$ cat src/rtl/mips_hazard_pkg.sv
// mips_hazard_pkg: shared types for the pipeline hazard/forwarding controller
package mips_hazard_pkg;
  typedef enum logic [1:0] {
    FWD_REG = 2'd0,
    FWD_WB  = 2'd1,
    FWD_MEM = 2'd2
  } fwd_sel_e;
  typedef enum logic [1:0] {
    RUN,
    LU_STALL,
    FREEZE
  } hz_state_e;
  typedef struct packed {
    logic [4:0] rs;
    logic [4:0] rt;
    logic [4:0] dst;
    logic       wr;
    logic       load;
  } shadow_t;
endpackage

$ cat src/rtl/fwd_select.sv
// fwd_select: picks the EX operand source for one register against MEM/WB shadows
module fwd_select
  import mips_hazard_pkg::*;
(
  input  logic [4:0] src,
  input  logic [4:0] mem_dst,
  input  logic       mem_wr,
  input  logic [4:0] wb_dst,
  input  logic       wb_wr,
  output fwd_sel_e   sel
);
  // youngest producer wins; $0 is hardwired and never forwarded
  always_comb
    sel = (src == 5'd0) ? FWD_REG :
          (mem_wr && mem_dst == src) ? FWD_MEM :
          (wb_wr && wb_dst == src) ? FWD_WB : FWD_REG;
endmodule

$ cat src/rtl/hazard_fwd_ctrl.sv
// hazard_fwd_ctrl: forwarding selects, load-use stalls, branch flushes and memory freeze
module hazard_fwd_ctrl
  import mips_hazard_pkg::*;
#(
  parameter int CNT_W = 16
) (
  input  logic             clk,
  input  logic             rst_n,
  input  logic             id_valid,
  input  logic [4:0]       id_rs,
  input  logic [4:0]       id_rt,
  input  logic             id_uses_rs,
  input  logic             id_uses_rt,
  input  logic [4:0]       id_dst,
  input  logic             id_reg_write,
  input  logic             id_mem_read,
  input  logic             ex_branch_taken,
  input  logic             mem_stall,
  output logic [1:0]       fwd_a_sel,
  output logic [1:0]       fwd_b_sel,
  output logic             pc_write,
  output logic             ifid_write,
  output logic             idex_bubble,
  output logic             ifid_flush,
  output logic             idex_flush,
  output logic [CNT_W-1:0] stall_cnt
);
  shadow_t          ex_q, ex_d, mem_q, mem_d, wb_q, wb_d;
  hz_state_e        state_q, state_d;
  logic [CNT_W-1:0] stall_cnt_q, stall_cnt_d;
  logic             lu, lu_stall, flush;
  logic             unused_shadow;
  fwd_sel_e         sel_a, sel_b;

  fwd_select u_fwd_a (
    .src(ex_q.rs), .mem_dst(mem_q.dst), .mem_wr(mem_q.wr),
    .wb_dst(wb_q.dst), .wb_wr(wb_q.wr), .sel(sel_a)
  );
  fwd_select u_fwd_b (
    .src(ex_q.rt), .mem_dst(mem_q.dst), .mem_wr(mem_q.wr),
    .wb_dst(wb_q.dst), .wb_wr(wb_q.wr), .sel(sel_b)
  );

  // control: freeze beats branch beats load-use; a load-use stall is never repeated back to back
  always_comb begin
    lu = id_valid && ex_q.load && ex_q.dst != 5'd0 &&
         ((id_uses_rs && id_rs == ex_q.dst) || (id_uses_rt && id_rt == ex_q.dst));
    flush = !mem_stall && ex_branch_taken;
    lu_stall = !mem_stall && !ex_branch_taken && lu && state_q != LU_STALL;
    state_d = mem_stall ? FREEZE : lu_stall ? LU_STALL : RUN;
    pc_write = !(mem_stall || lu_stall);
    ifid_write = !(mem_stall || lu_stall);
    idex_bubble = lu_stall;
    ifid_flush = flush;
    idex_flush = flush;
    fwd_a_sel = sel_a;
    fwd_b_sel = sel_b;
    stall_cnt = stall_cnt_q;
    stall_cnt_d = ((mem_stall || lu_stall) && !(&stall_cnt_q)) ? stall_cnt_q + 1'b1 : stall_cnt_q;
  end

  // shadow pipeline: hold on freeze, insert an empty slot on bubble, flush or invalid ID
  always_comb begin
    ex_d = '0;
    if (mem_stall)
      ex_d = ex_q;
    else if (id_valid && !lu_stall && !flush)
      ex_d = shadow_t'{rs: id_rs, rt: id_rt, dst: id_dst, wr: id_reg_write, load: id_mem_read};
    mem_d = mem_stall ? mem_q : ex_q;
    wb_d = mem_stall ? wb_q : mem_q;
  end

  // source and load fields ride along in later stages but only EX consumes them
  always_comb unused_shadow = ^{mem_q.rs, mem_q.rt, mem_q.load, wb_q.rs, wb_q.rt, wb_q.load};

  // state, shadow and counter registers
  always_ff @(posedge clk or negedge rst_n) begin
    if (!rst_n) begin
      ex_q <= '0;
      mem_q <= '0;
      wb_q <= '0;
      state_q <= RUN;
      stall_cnt_q <= '0;
    end else begin
      ex_q <= ex_d;
      mem_q <= mem_d;
      wb_q <= wb_d;
      state_q <= state_d;
      stall_cnt_q <= stall_cnt_d;
    end
  end
endmodule

$ cat config.mk
export PLATFORM = sky130hd
export DESIGN_NAME = hazard_fwd_ctrl
export DESIGN_NICKNAME = d
export VERILOG_FILES = /design/src/rtl/mips_hazard_pkg.sv /design/src/rtl/fwd_select.sv /design/src/rtl/hazard_fwd_ctrl.sv
export SDC_FILE = /design/constraint.sdc
export NUM_CORES = 1
export LEC_CHECK = 0
export CAP_MARGIN = 20
export CORE_ASPECT_RATIO = 1.25
export CORE_MARGIN = 4
export CORE_UTILIZATION = 45
export CTS_CLUSTER_DIAMETER = 120
export DETAILED_ROUTE_END_ITERATION = 8
export PLACE_DENSITY = 0.71
export SLEW_MARGIN = 0
export SYNTH_ARGS = -nofsm -noshare
export SYNTH_HDL_FRONTEND = slang
export SYNTH_SLANG_ARGS = --single-unit
$ cat constraint.sdc
create_clock -name clk -period 2.7 [get_ports clk]
set_input_delay 0.27 -clock clk [delete_from_list [all_inputs] [get_ports clk]]
set_output_delay 0.27 -clock clk [all_outputs]
set_load 0.05 [all_outputs]
* Word level (Yosys, flattened, before mapping)
Index checks and enable logic that the tools add are counted.
** Storage, ports and cells
- Register bits after elaboration :: 47
- Input port bits :: 24
- Output and inout port bits :: 25
- Word-level logic and storage cells :: 56
** Cells by class
- Add/subtract/negate cells :: 1
- Eq/ne operators :: 7
- Muxes and demuxes :: 9
- Reductions and logical operators :: 28
** Operator list (count)
- 5-bit == test :: 6
- 17-bit 2-to-1 mux :: 1
- 16-bit by 1-bit adder with 16-bit output, second input constant :: 1
- 1-bit logical AND :: 16
- 16-bit AND reduction :: 1
- 5-bit zero test :: 2
- 2-bit 2-to-1 mux :: 5
- 1-bit zero test :: 6
- 5-bit nonzero test :: 1
- 1-bit 2-to-1 mux :: 3
- 1-bit logical OR :: 2
- 2-bit by 1-bit inequality test with 1-bit output, second input constant :: 1

* Longest topological paths before layout
Gate-level depths: netlist (run 1).
- Depth after elaboration :: 10
- Depth in mapped cells :: 8
- Mapped depth without buffers :: 6

* Modules after synthesis
Synthesis (run 1) repeated with hierarchy kept, for this count alone.
** Second synthesis, totals
- Cells, all modules :: 207
- Area total of the unflattened synthesis :: 2371.0 um2
** By module, submodules not included
- hazard_fwd_ctrl :: instances 1, cells each 171, area an instance 2105.8 um2, seq. area each 1176.1 um2
- fwd_select :: instances 2, cells each 18, area an instance 132.6 um2, seq. area each 0.0 um2

* Worst setup path after synthesis (run 1)
OpenSTA, ideal clock, no wires.
- Kind :: register to output
- Start point :: register ex_q[8] (netlist name)
- End point :: output fwd_b_sel[0]
- Arrival time :: 2310 ps
- Data required time :: 2430 ps
- Path slack :: 120 ps
- Cell stages (with the launch flop) :: 5
- Path buffers :: 0
- Cells stage by stage :: dfrtp_1 -> xor2_1 -> nor4_1 -> nand3_1 -> nor4b_1
** On the way
- Word-level cells in the longest chain between the ends :: 5
- Elaborated cells on any way between the ends :: 8
- Classes of those cells :: eq/ne (2); mux (3); reduce/logical (3)
** RTL lines
- start: declaration :: RTL line hazard_fwd_ctrl.sv:28 : shadow_t ex_q, ex_d, mem_q, mem_d, wb_q, wb_d;
- start signal: assignment :: RTL line hazard_fwd_ctrl.sv:79 : ex_q <= '0;
- start signal: assignment :: RTL line hazard_fwd_ctrl.sv:85 : ex_q <= ex_d;
- 5-bit == test :: RTL line fwd_select.sv:16 : (wb_wr && wb_dst == src) ? FWD_WB : FWD_REG;
- 1-bit logical AND :: RTL line fwd_select.sv:16
- 1-bit 2-to-1 mux :: RTL line fwd_select.sv:16
- 2-bit 2-to-1 mux :: RTL line fwd_select.sv:15 : (mem_wr && mem_dst == src) ? FWD_MEM :
- 2-bit 2-to-1 mux (*) :: RTL line fwd_select.sv:14 : sel = (src == 5'd0) ? FWD_REG :
- end: declaration :: RTL line hazard_fwd_ctrl.sv:20 : output logic [1:0] fwd_b_sel,
Mark *: on every way between the ends. The rest lies on a longest branch, timed or not.

* Worst setup path after layout (run 1)
- Start point :: register mem_q[2] (netlist name)
- End point :: output fwd_a_sel[1]
** On the way
- Word-level cells in the longest chain between the ends :: 4
** RTL lines
- start: declaration :: RTL line hazard_fwd_ctrl.sv:28
- start signal: assignment :: RTL line hazard_fwd_ctrl.sv:86 : mem_q <= mem_d;
- 5-bit == test :: RTL line fwd_select.sv:15
- 1-bit logical AND :: RTL line fwd_select.sv:15
- 2-bit 2-to-1 mux :: RTL line fwd_select.sv:15
- 2-bit 2-to-1 mux :: RTL line fwd_select.sv:14
- end: declaration :: RTL line hazard_fwd_ctrl.sv:19 : output logic [1:0] fwd_a_sel,
No other way between the ends.

==> out/qor.yml, run 1 <==
fmax_mhz: 397
clk_pin_slew_worst_paths_ns: 0.09
synthToLayoutAreaGrowth_pct: 31.8
critPathTopFamily: "buffers and inverters"
cts_sinks: 47
rsz0062_at_grt: "false"
cp.required_ns: 2.43
clock_latency_ns: 0.30
grt_usage: 0.191
die_area_mm2: 0.00657
path_buf_inv: 1
critical_path.max_stage_delay_ns: 0.80
cts_tree: "done"
pin_count: 49
maxCapViolCount: 0
peakVddDrop_uv: 693
fin_ws_ns: 0.180
start_util: 0.469
yosys_warnings: 0
power_mw: 2.37
cts_htree_levels: 2
cpMaxStageDelayCell: "clkdlybuf4s50_1"
cts.path.max_buffers: 2
min_path_type: "input port to async pin"
layout-drive-gt1-share: 0.151
dr.pass1.iters: 4
synthCells: 217
crit_chain: "xor2_1, nor4_1, nand3_1, nor2_1, clkdlybuf4s50_1"
gp_congestion: 0.878
utilization: 0.618
place_hpwl_mm: 4.17
cp.depth: 5
final_antenna_net_count: 0
worst_pin_slew_ns: 0.775
synthesis.nets: 242
start_kind: "register"
drcViolationCount: 0
drv_slew: 0
die_y_um: 89.6
final_nets: 296
seq_area_frac_synth: 0.491
reg2reg_depth: 6
p_leak_nw: 1.42
synth_area_mm2: 0.00240
path_class: "register to output pin"
grt_pass1_wl_mm: 9.57
outcome: "finished clean"
routed_wl_mm: 5.60
finalSetupTns_ns: 0
syn_avg_cell_area_um2: 11.0
antenna_found_initial: 0
vias: 1800
setup_viol: 0
num_antenna_cells: 0
detailedPlace.worstSlack_ns: 0.222
grt_start_max_net_pins: 48
ctsRootBufferMaster: "clkbuf_8"
die_x_um: 73.3
cts_buffers: 5
wl_per_cell_um: 16.8
arrival_ns: 2.25
worstSetupEndpointType: "output pin"
post-route-min-period_ns: 2.52
powerDensity_mw_per_mm2: 751
period_share: 0.933
synth.distinct_cells: 38
hold_viol: 0
grt_pass1_vias: 1892
port_buffers: 48
ys_seq_elements: 47
rows: 29
slew_headroom: 0.480
core_area_mm2: 0.00512
cp_max_fo: 4
first_iter_violations: 94
fin_worst_skew_ns: 0.00496
grt_overflow: 0
viasPerCell: 5.39
-- metrics by stage --
step	std cells	hold WS, ns	area, um2
finish	334	0.327	3160
global route	334	0.321	3160
CTS	332	0.185	3130
detailed placement	324	0.487	3000
global placement	324	0.489	3000
floorplan	217	-0.0256	2400
-- synthesized netlist by cell type --
cell type  number  share of area
or2_2           1         0.0026
nand4_1         6          0.016
a21o_1          1         0.0031
xnor2_1        15          0.055
a31oi_1         1         0.0026
buf_6           1         0.0047
nor2_2          1         0.0026
ha_1            1         0.0052
o31ai_1         3         0.0094
o21ba_2         1         0.0042
nor2_1         15          0.023
and4_1          1         0.0037
o21ai_0         5          0.010
mux2_2         15          0.070
nor4b_2         1         0.0063
a32oi_1         1         0.0037
dfrtp_1        47           0.49
o41a_1          1         0.0047
nand2_1        13          0.020
xor2_1         24          0.088
or4_1           2         0.0063
buf_2           1         0.0021
a22o_1         17          0.062
buf_4           3         0.0094
and2_0          1         0.0026
nand3_1         8          0.017
nor3b_2         1         0.0052
and3_1          2         0.0052
nor2b_1         2         0.0052
nor4_1          5          0.013
a22oi_1         1         0.0031
nor3_1          8          0.017
nand2b_1        1         0.0026
clkbuf_1        4         0.0063
inv_1           3         0.0047
a211o_1         1         0.0037
buf_1           1         0.0016
nor4b_1         2         0.0073
-- report_power, final --
| part | switching, mW | total (mW) | internal, mW | leakage [nW] |
|---|---|---|---|---|
| clock network | 0.235 | 0.605 | 0.370 | 0.0654 |
| registers | 0.160 | 0.968 | 0.808 | 0.612 |
| logic | 0.478 | 0.801 | 0.322 | 0.742 |
| total | 0.873 | 2.37 | 1.50 | 1.42 |
-- sequential cells by signal (all words and copies together), names as in the netlist --
register	count
wb_q	6
state_q	2
stall_cnt	16
mem_q	6
ex_q	17
-- worst paths after layout --
path | start | end | slack (ns)
setup reg to reg | stall_cnt[2] | stall_cnt[8] | 0.45
max in group asynchronous | rst_n | ex_q[10] | 1.92
hold / removal | rst_n | wb_q[3] | 0.33
hold reg to reg | stall_cnt[13] | stall_cnt[13] | 0.50
min in group clk | stall_cnt[13] | stall_cnt[13] | 0.50
setup / recovery | mem_q[2] | fwd_a_sel[1] | 0.18
-- placed cells by master (no fill, tap or decap), types with 3 or more instances in the layout --
cell type,count
dfrtp_1,47
clkdlybuf4s50_1,41
xor2_1,24
a22o_1,17
xnor2_1,15
nor2_1,15
mux2_2,15
nand2_1,13
nand3_1,8
nor3_1,8
buf_4,7
nand4_1,6
buf_12,6
nor4_1,5
o21ai_0,5
clkbuf_8,5
inv_1,3
o31ai_1,3
-- metal layers --
layer	wire (um)	GRT usage	vias to the layer above
met4	90	0.0654	0
met5	0	0	-
li1	-	-	881
met2	2870	0.316	43
met3	233	0.0412	7
met1	2410	0.248	869
-- layout make-up --
type / count / area, um2
clock buffers: 6 / 72.6
flip-flops and latches: 47 / 1180
well taps: 62 / 77.6
fillers: 425 / 1960
repair buffers: 57 / 611
clock inverters: 2 / 60.1
multi-input cells: 157 / 1150
inverters: 3 / 11.3
-- cell families after synthesis --
group | share of synthesized area
adders and majority gates | 0.00522
DFF | 0.491
and+or+nand+nor | 0.156
buffers and inverters | 0.0287
xor gates and xnor gates | 0.142
AOI/OAI and AO/OA | 0.107
muxes | 0.0705
-- what timing repair did --
action                                  4_1_cts  5_1_grt
buffers inserted                              0        0
endpoints found under the setup margin        0        1
resized for setup                             0        1
endpoints found under the hold margin         0        6
hold buffers                                  0        1
No activity file was read; power rests on OpenSTA's default activity.
==> run 2: changes to the inputs <==
--- a/config.mk
+++ b/config.mk
@@ -11,8 +11,9 @@
 export CORE_UTILIZATION = 45
 export CTS_CLUSTER_DIAMETER = 120
 export DETAILED_ROUTE_END_ITERATION = 8
-export PLACE_DENSITY = 0.71
+export PLACE_DENSITY = 0.72
 export SLEW_MARGIN = 0
 export SYNTH_ARGS = -nofsm -noshare
 export SYNTH_HDL_FRONTEND = slang
+export SYNTH_HIERARCHICAL = 1
 export SYNTH_SLANG_ARGS = --single-unit
==> run 2 against run 1 <==
Combinational power up 0.6%; setup slack worse by 0.0035 ns; clock power down 31%; synthesized cell count down 4.6%; sequential cell count unchanged; fmax down 0.14%; power down 8.4%; sequential power down 2.1%; routed wire length down 6.0%; sequential share of layout area up 1.3 points; register-to-register slack better by 0.02 ns; critical path type unchanged; largest cell class unchanged; largest power group unchanged; highest routed layer unchanged.
==> out/qor.yml, run 2 <==
p_leak_nw: 1.35
fillCellCount: 445
period_share: 0.935
regMostFlops: "ex_q"
finalSetupTns_ns: 0
cts.path.max_buffers: 2
start_util: 0.467
synth_area_mm2: 0.00237
place_hpwl_mm: 3.89
critical_path.max_stage_delay_ns: 0.80
seq_area_frac_synth: 0.496
syn_avg_cell_area_um2: 11.5
synthToLayoutAreaGrowth_pct: 28.9
peakVddDrop_uv: 671
p_comb_frac: 0.371
synth_edf_count: 0
cts_buffers: 5
synth_most_common_cell: "dfrtp_1"
mostFrequentLayoutCell: "dfrtp_1"
ys_seq_elements: 47
port_buffers: 48
drv_slew: 0
cp_max_fo: 4
synth.distinct_cells: 37
ff2ff_setup_slack_ns: 0.47
dr.pass1.iters: 4
timing.rr.start: "ex_q[4]"
regArea_mm2: 0.00118
wl_per_cell_um: 16.4
cp-startpoint: "ex_q[16]"
grt_overflow: 0
synthCells: 207
min_path_type: "input port to async pin"
grt_usage: 0.180
synthesis.nets: 232
path_buf_inv: 1
pin_count: 49
reg2reg_depth: 4
multi_input_area_mm2: 0.00113
cp.required_ns: 2.43
grt_pass1_wl_mm: 8.96
async_reset_ff_frac: 1.00
start_kind: "register"
ctsRootBufferMaster: "clkbuf_8"
fin_worst_skew_ns: 0.00746
setup_viol: 0
pwr-share-seq: 0.436
layout-drive-gt1-share: 0.155
netlist_top_cells_count: "dfrtp_1 (47), xnor2_1 (25), a22o_1 (16), xor2_1 (16)"
worst_pin_slew_ns: 0.847
cts_sinks: 47
dp.cells: 310
final_nets: 282
path_class: "register to output pin"
fmax_mhz: 396
rsz0062_at_grt: "false"
cp.depth: 5
hold_viol: 0
power_mw: 2.17
rows: 29
die_y_um: 89.2
largest_reg_flops: 17
critPathTopFamily: "buffers and inverters"
post-route-min-period_ns: 2.52
die_x_um: 72.9
gp_congestion: 0.891
num_antenna_cells: 0
internal_power_mw: 1.31
grt_start_max_net_pins: 48
final_cell_mix: "dfrtp_1 (47), clkdlybuf4s50_1 (39), xnor2_1 (25), xor2_1 (16), a22o_1 (16)"
switching_power_mw: 0.863
yosys.area.top_type: "dfrtp_1"
outcome: "finished clean"
vias: 1744
grt_pass1_vias: 1888
arrival_ns: 2.25
synthTopCellsByArea: "dfrtp_1 (50%), xnor2_1 (9.2%), mux2_2 (6.2%), a22o_1 (5.9%), xor2_1 (5.9%)"
first_iter_violations: 83
clock_power_share: 0.193
yosysTopAreaCellShare: 0.496
r2r_end: "ex_q[0]"
core_area_mm2: 0.00508
antenna_found_initial: 0
yosys_warnings: 6
slew_headroom: 0.435
powerDensity_mw_per_mm2: 711
drcViolationCount: 0
routed_wl_mm: 5.26
clock_latency_ns: 0.30
viasPerCell: 5.45
maxCapViolCount: 0
ys.flop_type: "dfrtp_1"
p_sw_frac: 0.397
worstSetupEndpointType: "output pin"
fin_cells: 320
clk_pin_slew_worst_paths_ns: 0.09
post_cts_buffers: 0
final_antenna_net_count: 0
cts_htree_levels: 2
cpMaxStageDelayCell: "clkdlybuf4s50_1"
cts_tree: "done"
crit_chain: "xor2_1, nor4_1, nand3_1, nor2_1, clkdlybuf4s50_1"
die_area_mm2: 0.00650
-- run 2: cell types whose count changed in the layout (fill, tap and decap cells not counted), moves of 2 or more --
cell / before / now
o21ai_0: 5 / 2
bufinv_16: 2 / 0
xnor2_1: 15 / 25
clkdlybuf4s50_1: 41 / 39
mux2_1: 0 / 2
nor2_1: 15 / 12
nor3_1: 8 / 6
mux2_2: 15 / 13
and2_2: 0 / 2
buf_4: 7 / 2
clkinvlp_4: 0 / 2
xor2_1: 24 / 16
nand4_1: 6 / 4
a21oi_2: 0 / 2
-- run 2: how the worst max path moves through the flow --
| stage | endpoint | slack, ns |
|---|---|---|
| CTS | fwd_b_sel[0] | 0.07 |
| global route | fwd_a_sel[1] | 0.03 |
| finish | fwd_a_sel[1] | 0.18 |
| floorplan | fwd_a_sel[0] | 0.12 |
| detailed placement | fwd_b_sel[1] | 0.34 |
| global placement | fwd_b_sel[1] | 0.38 |
-- run 2: routing by layer --
metal	GRT usage	up-vias	routed length, um
met2	0.307	51	2620
met3	0.0461	11	307
met1	0.219	851	2220
li1	-	831	-
met4	0.0671	0	116
met5	0	-	0
-- run 2: stage by stage --
stage	hold slack, ns	worst slack [ns]	instance area (um2)	utilization
2_1_floorplan	-0.0256	0.120	2370	-
3_3_place_gp	0.491	0.377	2930	0.577
3_5_place_dp	0.488	0.340	2930	0.577
4_1_cts	0.184	0.0714	3020	0.595
5_1_grt	0.324	0.0271	3060	0.601
6_report	0.330	0.176	3060	0.601
-- run 2: area by class of cell --
| class | instances | area share |
|---|---|---|
| Clock inverter | 3 | 0.00655 |
| Multi-Input combinational cell | 148 | 0.369 |
| Timing Repair Buffer | 52 | 0.188 |
| Clock buffer | 5 | 0.0225 |
| Tap cell | 62 | 0.0254 |
| Sequential cell | 47 | 0.385 |
| Inverter | 3 | 0.00369 |
-- run 2: logic make-up after synthesis --
| logic type | Yosys count | share of synthesized area |
|---|---|---|
| DFF | 47 | 0.496 |
| AOI/OAI and AO/OA | 29 | 0.109 |
| and+or+nand+nor | 62 | 0.138 |
| adders and majority gates | 1 | 0.00528 |
| muxes | 15 | 0.0712 |
| buffers and inverters | 12 | 0.0285 |
| xor gates and xnor gates | 41 | 0.151 |
-- run 2: power groups by stage --
| stage | Sequential, mW | Combinational, mW | Clock [mW] |
|---|---|---|---|
| final | 0.948 | 0.806 | 0.420 |
| after global routing | 0.972 | 0.863 | 0.467 |
| after CTS | 0.948 | 0.808 | 0.435 |
| after detailed placement | 0.958 | 0.805 | 0 |
| after global placement | 0.959 | 0.799 | 0 |
| after floorplan | 1.20 | 0.266 | 0 |
-- run 2: what timing repair did --
action / CTS / global route
hold buffers: 0 / 1
endpoints found under the hold margin: 0 / 6
pin swaps: 0 / 0
setup endpoints to repair: 1 / 2
gates cloned: 0 / 0
gates resized for setup: 1 / 2
